`config.mk`:
```
export PLATFORM = sky130hd
export DESIGN_NAME = shutdown_force_scan
export DESIGN_NICKNAME = d
export VERILOG_FILES = /design/src/rtl/lcb_shutdown_pkg.sv /design/src/rtl/shutdown_force_scan_phase_timer.sv /design/src/rtl/shutdown_force_scan.sv
export SDC_FILE = /design/constraint.sdc
export NUM_CORES = 1
export LEC_CHECK = 0
export BUFFER_PORTS_ARGS = -buffer_cell sky130_fd_sc_hd__buf_4
export CAP_MARGIN = 20
export CORE_MARGIN = 10
export CORE_UTILIZATION = 50
export CTS_CLUSTER_SIZE = 25
export DETAILED_ROUTE_END_ITERATION = 10
export GPL_TIMING_DRIVEN = 1
export PLACE_DENSITY = 0.75
export SYNTH_ARGS = -nofsm -noshare
export SYNTH_HDL_FRONTEND = slang
export SYNTH_SLANG_ARGS = --single-unit
```
`constraint.sdc`:
```
create_clock -name clk -period 2.2 [get_ports clk]
set_input_delay 0.44 -clock clk [delete_from_list [all_inputs] [get_ports clk]]
set_output_delay 0.44 -clock clk [all_outputs]
set_load 0.05 [all_outputs]
```
`src/rtl/lcb_shutdown_pkg.sv`:
```
// Channel numbering and scan FSM encoding shared by the shutdown force and sense scanners.
package lcb_shutdown_pkg;

  localparam int N_SHUTDOWN_CH  = 8;
  localparam int SHUTDOWN_SEL_W = 3;

  typedef enum logic [1:0] {
    IDLE   = 2'd0,
    SETUP  = 2'd1,
    STROBE = 2'd2,
    HOLD   = 2'd3
  } scan_state_e;

  function automatic int max3(input int a, input int b, input int c);
    int m;
    m = (a > b) ? a : b;
    return (m > c) ? m : c;
  endfunction

endpackage

```
`src/rtl/shutdown_force_scan_phase_timer.sv`:
```
// Loadable down-counter that measures the length of one scan phase.
module phase_timer #(
  parameter int W = 3
) (
  input  logic         clk,
  input  logic         rst,
  input  logic         load_i,
  input  logic [W-1:0] load_val_i,
  output logic [W-1:0] count_o,
  output logic         zero_o
);

  logic [W-1:0] count_q;

  // NOTE: sequential state uses non-blocking assignments so every flop samples pre-edge values.
  always_ff @(posedge clk or posedge rst) begin
    if (rst) begin
      count_q <= '0;
    end else if (load_i) begin
      count_q <= load_val_i;
    end else if (count_q != '0) begin
      count_q <= count_q - 1'b1;
    end
  end

  assign count_o = count_q;
  assign zero_o  = (count_q == '0);

endmodule

```
`src/rtl/shutdown_force_scan.sv`:
```
// Serialises an 8-bit shutdown-force vector onto an addressable board latch:
// one channel per SETUP/STROBE/HOLD slot, with a valid/ready vector intake at scan boundaries.
module shutdown_force_scan
  import lcb_shutdown_pkg::*;
#(
  parameter int SETUP_CYCLES  = 4,
  parameter int STROBE_CYCLES = 2,
  parameter int HOLD_CYCLES   = 2,
  parameter bit CONTINUOUS    = 1'b1
) (
  input  logic                      clk,
  input  logic                      rst,
  input  logic                      force_en,
  input  logic [N_SHUTDOWN_CH-1:0]  force_vec,
  input  logic                      force_vec_valid,
  output logic                      force_vec_ready,
  output logic [SHUTDOWN_SEL_W-1:0] force_sel,
  output logic                      force_pin,
  output logic                      force_latch,
  output logic                      busy,
  output logic                      scan_done
);

  localparam int TW = $clog2(max3(SETUP_CYCLES, STROBE_CYCLES, HOLD_CYCLES)) + 1;
  localparam logic [SHUTDOWN_SEL_W-1:0] LAST_CH = SHUTDOWN_SEL_W'(N_SHUTDOWN_CH - 1);

  scan_state_e               state_q, state_d;
  logic [SHUTDOWN_SEL_W-1:0] ch_q, ch_d;
  logic [N_SHUTDOWN_CH-1:0]  shadow_q, shadow_d;
  logic                      have_vec_q, have_vec_d;
  logic [SHUTDOWN_SEL_W-1:0] sel_q, sel_d;
  logic                      pin_q, pin_d, latch_q, latch_d;
  logic                      busy_q, busy_d, done_q, done_d, ready_q, ready_d;
  logic [TW-1:0]             timer_count, timer_val;
  logic                      timer_zero, timer_load;
  logic                      hs;

  phase_timer #(.W(TW)) u_timer (
    .clk       (clk),
    .rst       (rst),
    .load_i    (timer_load),
    .load_val_i(timer_val),
    .count_o   (timer_count),
    .zero_o    (timer_zero)
  );

  assign hs = force_vec_valid && ready_q;

  // NOTE: every always_comb output gets a default first so no latch is inferred.
  always_comb begin
    state_d    = state_q;
    ch_d       = ch_q;
    shadow_d   = hs ? force_vec : shadow_q;
    have_vec_d = have_vec_q | hs;
    done_d     = 1'b0;

    unique case (state_q)
      IDLE: begin
        if (force_en && (hs || (CONTINUOUS && have_vec_q))) begin
          state_d = SETUP;
          ch_d    = '0;
        end
      end
      SETUP:  if (timer_zero) state_d = STROBE;
      STROBE: if (timer_zero) state_d = HOLD;
      HOLD: begin
        if (timer_zero) begin
          if (ch_q != LAST_CH) begin
            ch_d    = ch_q + 1'b1;
            state_d = SETUP;
          end else begin
            done_d  = 1'b1;
            ch_d    = '0;
            state_d = (CONTINUOUS || hs) ? SETUP : IDLE;
          end
        end
      end
      default: state_d = IDLE;
    endcase

    // Disable parks immediately; the scan never resumes mid-vector.
    if (!force_en && state_q != IDLE) begin
      state_d = IDLE;
      ch_d    = '0;
      done_d  = 1'b0;
    end

    timer_load = (state_d != state_q);
    unique case (state_d)
      SETUP:   timer_val = TW'(SETUP_CYCLES - 1);
      STROBE:  timer_val = TW'(STROBE_CYCLES - 1);
      HOLD:    timer_val = TW'(HOLD_CYCLES - 1);
      default: timer_val = '0;
    endcase

    // Ready is precomputed for the next cycle: IDLE, or the last cycle of channel 7 HOLD.
    ready_d = (state_d == IDLE) ||
              (state_d == HOLD && ch_d == LAST_CH &&
               ((state_q == HOLD) ? (timer_count == TW'(1)) : (HOLD_CYCLES == 1)));

    busy_d  = (state_d != IDLE);
    sel_d   = busy_d ? ch_d : '0;
    pin_d   = busy_d && shadow_d[ch_d];
    latch_d = (state_d == STROBE);
  end

  always_ff @(posedge clk or posedge rst) begin
    if (rst) begin
      state_q    <= IDLE;
      ch_q       <= '0;
      shadow_q   <= '0;
      have_vec_q <= 1'b0;
      sel_q      <= '0;
      pin_q      <= 1'b0;
      latch_q    <= 1'b0;
      busy_q     <= 1'b0;
      done_q     <= 1'b0;
      ready_q    <= 1'b1;
    end else begin
      state_q    <= state_d;
      ch_q       <= ch_d;
      shadow_q   <= shadow_d;
      have_vec_q <= have_vec_d;
      sel_q      <= sel_d;
      pin_q      <= pin_d;
      latch_q    <= latch_d;
      busy_q     <= busy_d;
      done_q     <= done_d;
      ready_q    <= ready_d;
    end
  end

  assign force_vec_ready = ready_q;
  assign force_sel       = sel_q;
  assign force_pin       = pin_q;
  assign force_latch     = latch_q;
  assign busy            = busy_q;
  assign scan_done       = done_q;

endmodule

```
# After elaboration in Yosys (flattened, before gate mapping)
# Cells that the tools add are included.
[word_totals]
reg_bits = 25
input_bits = 12
elab_cells = 65
[op_classes]
n_addsub = 2
n_lt_le_gt_ge = 1
eq_ne = 10
n_mux = 23
bitwise = 1
n_reduce_logical = 17
[ops]
columns = ["cell", "count"]
rows = [
  ["two-way mux 3 bit", 7],
  ["two-way mux 2 bit", 5],
  ["equality test 2 bit, second input constant", 4],
  ["two-way mux 8 bit", 1],
  ["case mux 2 bit (4 select lines)", 1],
  ["logical AND 1 bit", 6],
  ["two-way mux 1 bit", 6],
  ["case mux 3 bit (2 select lines)", 1],
  ["nonzero test 2 bit", 3],
  ["equality test 2 x 1 -> 1 bit, second input constant", 2],
  ["logical NOT 2 bit", 2],
  ["less-than comparator 3 x 4 -> 1 bit, second input constant", 1],
  ["case mux 2 bit (2 select lines)", 1],
  ["adder 3 x 1 -> 3 bit, second input constant", 1],
  ["binary-select mux 1 bit (select 3 bit)", 1],
  ["equality test 3 x 1 -> 1 bit, second input constant", 1],
  ["equality test 3 bit, second input constant", 1],
  ["logical NOT 3 bit", 1],
  ["inequality test 3 bit, second input constant", 1],
  ["nonzero test 3 bit", 1],
  ["subtractor 3 x 1 -> 3 bit, second input constant", 1],
  ["logical OR 1 bit", 2],
  ["inequality test 2 bit", 1],
  ["OR reduction 2 bit", 1],
  ["other kinds (2)", 2],
]

# Depth between registers and ports, before layout
[depth]
depth_word = 10
ltp_mapped = 9

# Modules after synthesis
# From an unflattened synthesis, not the netlist that was laid out.
[unflattened]
hier_cells = 122
area_unflattened_um2 = 1395.1
[modules_own_cells]
columns = ["mod", "n_inst", "cells_each", "area_per_inst_um2", "seq_area_each_um2"]
rows = [
  ["shutdown_force_scan", 1, 100, 1189.9, 551.8],
  ["phase_timer", 1, 22, 205.2, 75.1],
]

# Worst setup path after synthesis
# Ideal clock, no wire load.
[synth_path]
path_kind = "register to register"
start = "reg state_q[1]"
end = "reg pin_q, in the netlist force_pin"
setup_time_ps = 144
arrival_ps = 2189
t_required_ps = 2056
path_slack_ps = -133
path_stages_with_launch = 9
path_buffers = 0
synth_period_minus_slack_ps = 2333
cell_sequence = "dfrtp_1 -> inv_1 -> ha_1 -> nand2b_1 -> or4_4 -> and3_1 -> mux2_1 -> a211oi_1 -> a211oi_2"
[synth_between]
elab_chain_len = 6
[synth_rtl]
columns = ["element", "line_no", "source"]
rows = [
  ["from (decl)", "shutdown_force_scan.sv:27", "scan_state_e state_q, state_d;"],
  ["from (signal assigned)", "shutdown_force_scan.sv:120", "state_q <= state_d;"],
  ["equality test 2 bit, or another cell as far along", "shutdown_force_scan.sv:57", "unique case (state_q)"],
  ["case mux 3 bit (2 select lines) / logical AND 1 bit (equally long branches)", "shutdown_force_scan.sv:57, shutdown_force_scan.sv:82", ""],
  ["two-way mux 3 bit", "shutdown_force_scan.sv:82", "if (!force_en && state_q != IDLE) begin"],
  ["binary-select mux 1 bit (select 3 bit)", "shutdown_force_scan.sv:103", "pin_d = busy_d && shadow_d[ch_d];"],
  ["two-way mux 1 bit (not written as such)", "shutdown_force_scan.sv:103", ""],
  ["logical AND 1 bit *", "shutdown_force_scan.sv:103", ""],
  ["named net pin_d", "shutdown_force_scan.sv:32", "logic pin_q, pin_d, latch_q, latch_d;"],
  ["to (signal assigned)", "shutdown_force_scan.sv:125", "pin_q <= pin_d;"],
  ["to (decl)", "shutdown_force_scan.sv:32", ""],
]
# Mark *: on every way through the listed nets, which the timed path passes. The rest lies on a longest branch. The select of a mux whose other input is x is not followed.
# A chain may end at the register's enable or synchronous reset.

# Worst setup path in the final report
[layout_path]
start = "reg state_q[1]"
end = "reg pin_q, in the netlist force_pin"
[layout_between]
elab_chain_len = 6
[layout_rtl]
columns = ["element", "line_no", "source"]
rows = [
  ["equality test 2 bit, or another cell as far along", "shutdown_force_scan.sv:57", ""],
  ["case mux 3 bit (2 select lines) / logical AND 1 bit (equally long branches)", "shutdown_force_scan.sv:57, shutdown_force_scan.sv:82", ""],
  ["two-way mux 3 bit *", "shutdown_force_scan.sv:82", ""],
  ["named net ch_d[0]", "shutdown_force_scan.sv:28", "logic [SHUTDOWN_SEL_W-1:0] ch_q, ch_d;"],
  ["binary-select mux 1 bit (select 3 bit) *", "shutdown_force_scan.sv:103", ""],
  ["two-way mux 1 bit (not written as such) *", "shutdown_force_scan.sv:103", ""],
  ["logical AND 1 bit *", "shutdown_force_scan.sv:103", ""],
  ["named net pin_d", "shutdown_force_scan.sv:32", ""],
]
# Marks and branches as above.

==> flow_summary.json <==
{
  "outcome": "finished with violations",
  "drt_iter0_drc": 44,
  "antenna_found_initial": 0,
  "r2r_cells": 8,
  "max_stage_delay_ns": 0.55,
  "die_h_um": 71.9,
  "yosys-top-cells-area": "dfrtp_1 45%, ha_1 8.3%, mux2_2 8.3%",
  "drcViolationCount": 0,
  "yosysWarnings": 0,
  "finalCritPeriodShare_pct": 104,
  "syn_inst": 124,
  "critPathSlowestCell": "or4_4",
  "globalplace.congestion": 0.914,
  "setup_slack_ns": -0.0875,
  "p_total_mw": 2.13,
  "yosysTopAreaCell": "dfrtp_1",
  "drive_above_1_share_pct": 42.5,
  "cp_num_buf_inv": 1,
  "syn_area_um2": 1350,
  "via_per_inst": 5.59,
  "vias": 1062,
  "wl_per_cell_um": 16.2,
  "synth.distinct_cells": 38,
  "fmax_mhz": 437,
  "grt_max_degree": 26,
  "die_w_um": 71.9,
  "hpwl_um": 2420,
  "cap_violations": 0,
  "worst_pin_slew_ns": 0.449,
  "slew_headroom_pct": 70.0,
  "grt_pass1_wl_um": 5240,
  "reg2reg_to": "force_pin$_DFF_PP0_",
  "design.portCount": 20,
  "nets": 182,
  "total_leakage_power_nw": 0.800,
  "slew_violations": 0,
  "port_buffers": 19,
  "end_kind": "flop",
  "critPathMaxFanout": 4,
  "ys_ff_latch": 25,
  "cts_tree": "yes",
  "path_cells": "inv_2 -> ha_4 -> nand2b_4 -> or4_4 -> a31oi_4 -> mux2i_1 -> mux2_4 -> a211oi_2",
  "wl_um": 3080,
  "violations": "setup timing",
  "hold_class": "input port to async pin",
  "area.growth.synth_to_final_pct": 27.9,
  "cellPowerDensity_nw_per_um2": 1230,
  "post-route-util_pct": 68.4,
  "worstPathArrival_ns": 2.53,
  "start_util_pct": 53.5,
  "r2r-start": "state_q[1]$_DFF_PP0_",
  "die-area_um2": 5180,
  "worstSetupStartpoint": "state_q[1]$_DFF_PP0_",
  "drtPass1Iterations": 4,
  "syn_nets": 145,
  "setup_tns_ns": -0.0875,
  "clock_latency_ns": 0.34,
  "setup_viol": 1,
  "h-tree-depth": 1,
  "fin_area_um2": 1730,
  "fin_skew_ns": 0.0128,
  "cts_sinks": 25,
  "cts_buffers": 3,
  "grt_pass1_vias": 1124,
  "root_buffer": "clkbuf_4",
  "critPathLaunchType": "flop",
  "ys_seq_area_share_pct": 46.5,
  "placement.cell_area_um2": 1650,
  "gr-total-overflow": 0,
  "critical_path_required_ns": 2.45,
  "path_class": "flop to flop",
  "rsz0062_at_grt": "true",
  "diodes": 0,
  "r2r_setup_slack_ns": -0.09,
  "cpLargestDelayFamily": "simple AND/OR/NAND/NOR gates",
  "yosysTopAreaCellShare_pct": 44.5,
  "cts.clk_slew.worst_paths_ns": 0.16,
  "clock_tree.buffer_depth": 2,
  "track_usage_pct": 12.5,
  "finalCriticalPeriod_ns": 2.29,
  "whs_ns": 0.127,
  "postRouteAntennaNets": 0,
  "num-fill-cells": 182,
  "hold_viol": 0,
  "core_um2": 2520,
  "syn_area_per_cell_um2": 10.9,
  "irDropWorstVdd_uv": 893,
  "num_rows": 18
}
## where the power goes
| part | leakage [nW] | internal, mW | switching (mW) | total (mW) |
|---|---|---|---|---|
| logic | 0.474 | 0.580 | 0.650 | 1.23 |
| clock network | 0.0139 | 0.0697 | 0.154 | 0.223 |
| registers | 0.312 | 0.615 | 0.0589 | 0.673 |
## tightest hold or removal path: stages
cell and delay, ns:
buf_4 0.10, inv_1 0.04, buf_4 0.29
## layer usage
metal | vias to the layer above | part of all wire (%) | GRT usage (%)
li1 | 516 | - | -
met1 | 522 | 43 | 14.2
met2 | 20 | 49 | 21.1
met3 | 4 | 5.5 | 3.67
met4 | 0 | 1.8 | 5.81
met5 | - | 0 | 0
## cells by family (layout without fill, tap and decap cells)
| logic type | after synthesis | after routing | synth area share, % |
|---|---|---|---|
| flip-flops | 25 | 25 | 46.5 |
| AO/OA/AOI/OAI | 31 | 31 | 16.3 |
| AND/OR/NAND/NOR | 33 | 33 | 13.7 |
| adder cells (fa/ha/maj) | 9 | 9 | 8.35 |
| buffers and inverters | 11 | 47 | 3.06 |
| multiplexers | 14 | 14 | 11.4 |
| XOR/XNOR | 1 | 1 | 0.649 |
## placed cells by master (no fill, tap or decap), types with 3 or more instances in the layout
cell type / Yosys / layout
inv_2: 1 / 3
a21oi_1: 3 / 3
o21ai_0: 7 / 7
a31oi_1: 3 / 3
clkbuf_4: 0 / 3
nand2_1: 6 / 6
buf_4: 0 / 34
o21a_1: 4 / 4
dfrtp_1: 24 / 24
mux2i_1: 3 / 3
and2_1: 3 / 3
mux2_2: 10 / 9
inv_1: 8 / 6
nor2_1: 7 / 7
ha_1: 9 / 7
nor3_1: 6 / 6
a211oi_2: 1 / 3
## synthesized netlist by cell type
cell type and n:
a21oi_1 3, o22a_1 1, dfrtp_1 24, nor4bb_1 1, a31oi_1 3, and3_1 1
inv_2 1, nor4_1 1, ha_1 9, nor3b_1 2, mux2_1 1, a31o_1 1
clkbuf_1 2, a21boi_1 1, a211oi_2 1, a211oi_1 2, xnor2_1 1, nor2b_1 2
a22oi_1 1, o211ai_1 1, nand2b_4 1, a31oi_4 1, o21ba_2 1, o21ai_1 3
and2_1 3, or2_2 1, mux2_2 10, or4_4 1, nor2_1 7, a21boi_0 1
nand2b_1 1, o21ai_0 7, mux2i_1 3, dfstp_2 1, o21a_1 4, nand2_1 6
nor3_1 6, inv_1 8
## layout make-up
type	count	area, um^2	area share, %
sequential	25	627	36.3
multi-input combinational	88	742	43.0
inverter	9	33.8	1.96
timing repair buffer	34	255	14.8
clock buffer	3	22.5	1.31
tap	30	37.5	2.18
clock inverter	1	7.51	0.435
## repair_timing
action | 4_1_cts | 5_1_grt
resized for setup | 1 | 5
endpoints found under the setup margin | 7 | 8
pin swaps | 3 | 1
hold buffers | 0 | 0
setup buffers | 2 | 0
## sequential cells by signal (all words and copies together) (netlist names)
signal / cells
ch_q: 3
force_vec_ready: 1
force_latch: 1
force_sel: 3
busy: 1
scan_done: 1
state_q: 2
have_vec_q: 1
force_pin: 1
shadow_q: 8
u_timer.count_o: 3
## worst max path at each step
stage,to,cells past startpoint
global route,force_pin$_DFF_PP0_,8
finish,force_pin$_DFF_PP0_,8
detailed placement,force_pin$_DFF_PP0_,7
global placement,u_timer.count_o[0]$_DFFE_PP0P_,8
CTS,force_pin$_DFF_PP0_,8
floorplan,force_pin$_DFF_PP0_,8
## per-stage QoR
step	cells	setup WS (ns)
global placement	184	0.0514
CTS	190	-0.0899
global route	190	-0.137
finish	190	-0.0875
floorplan	124	-0.00210
detailed placement	184	-0.0425
Power figures use the tool's default switching activity.
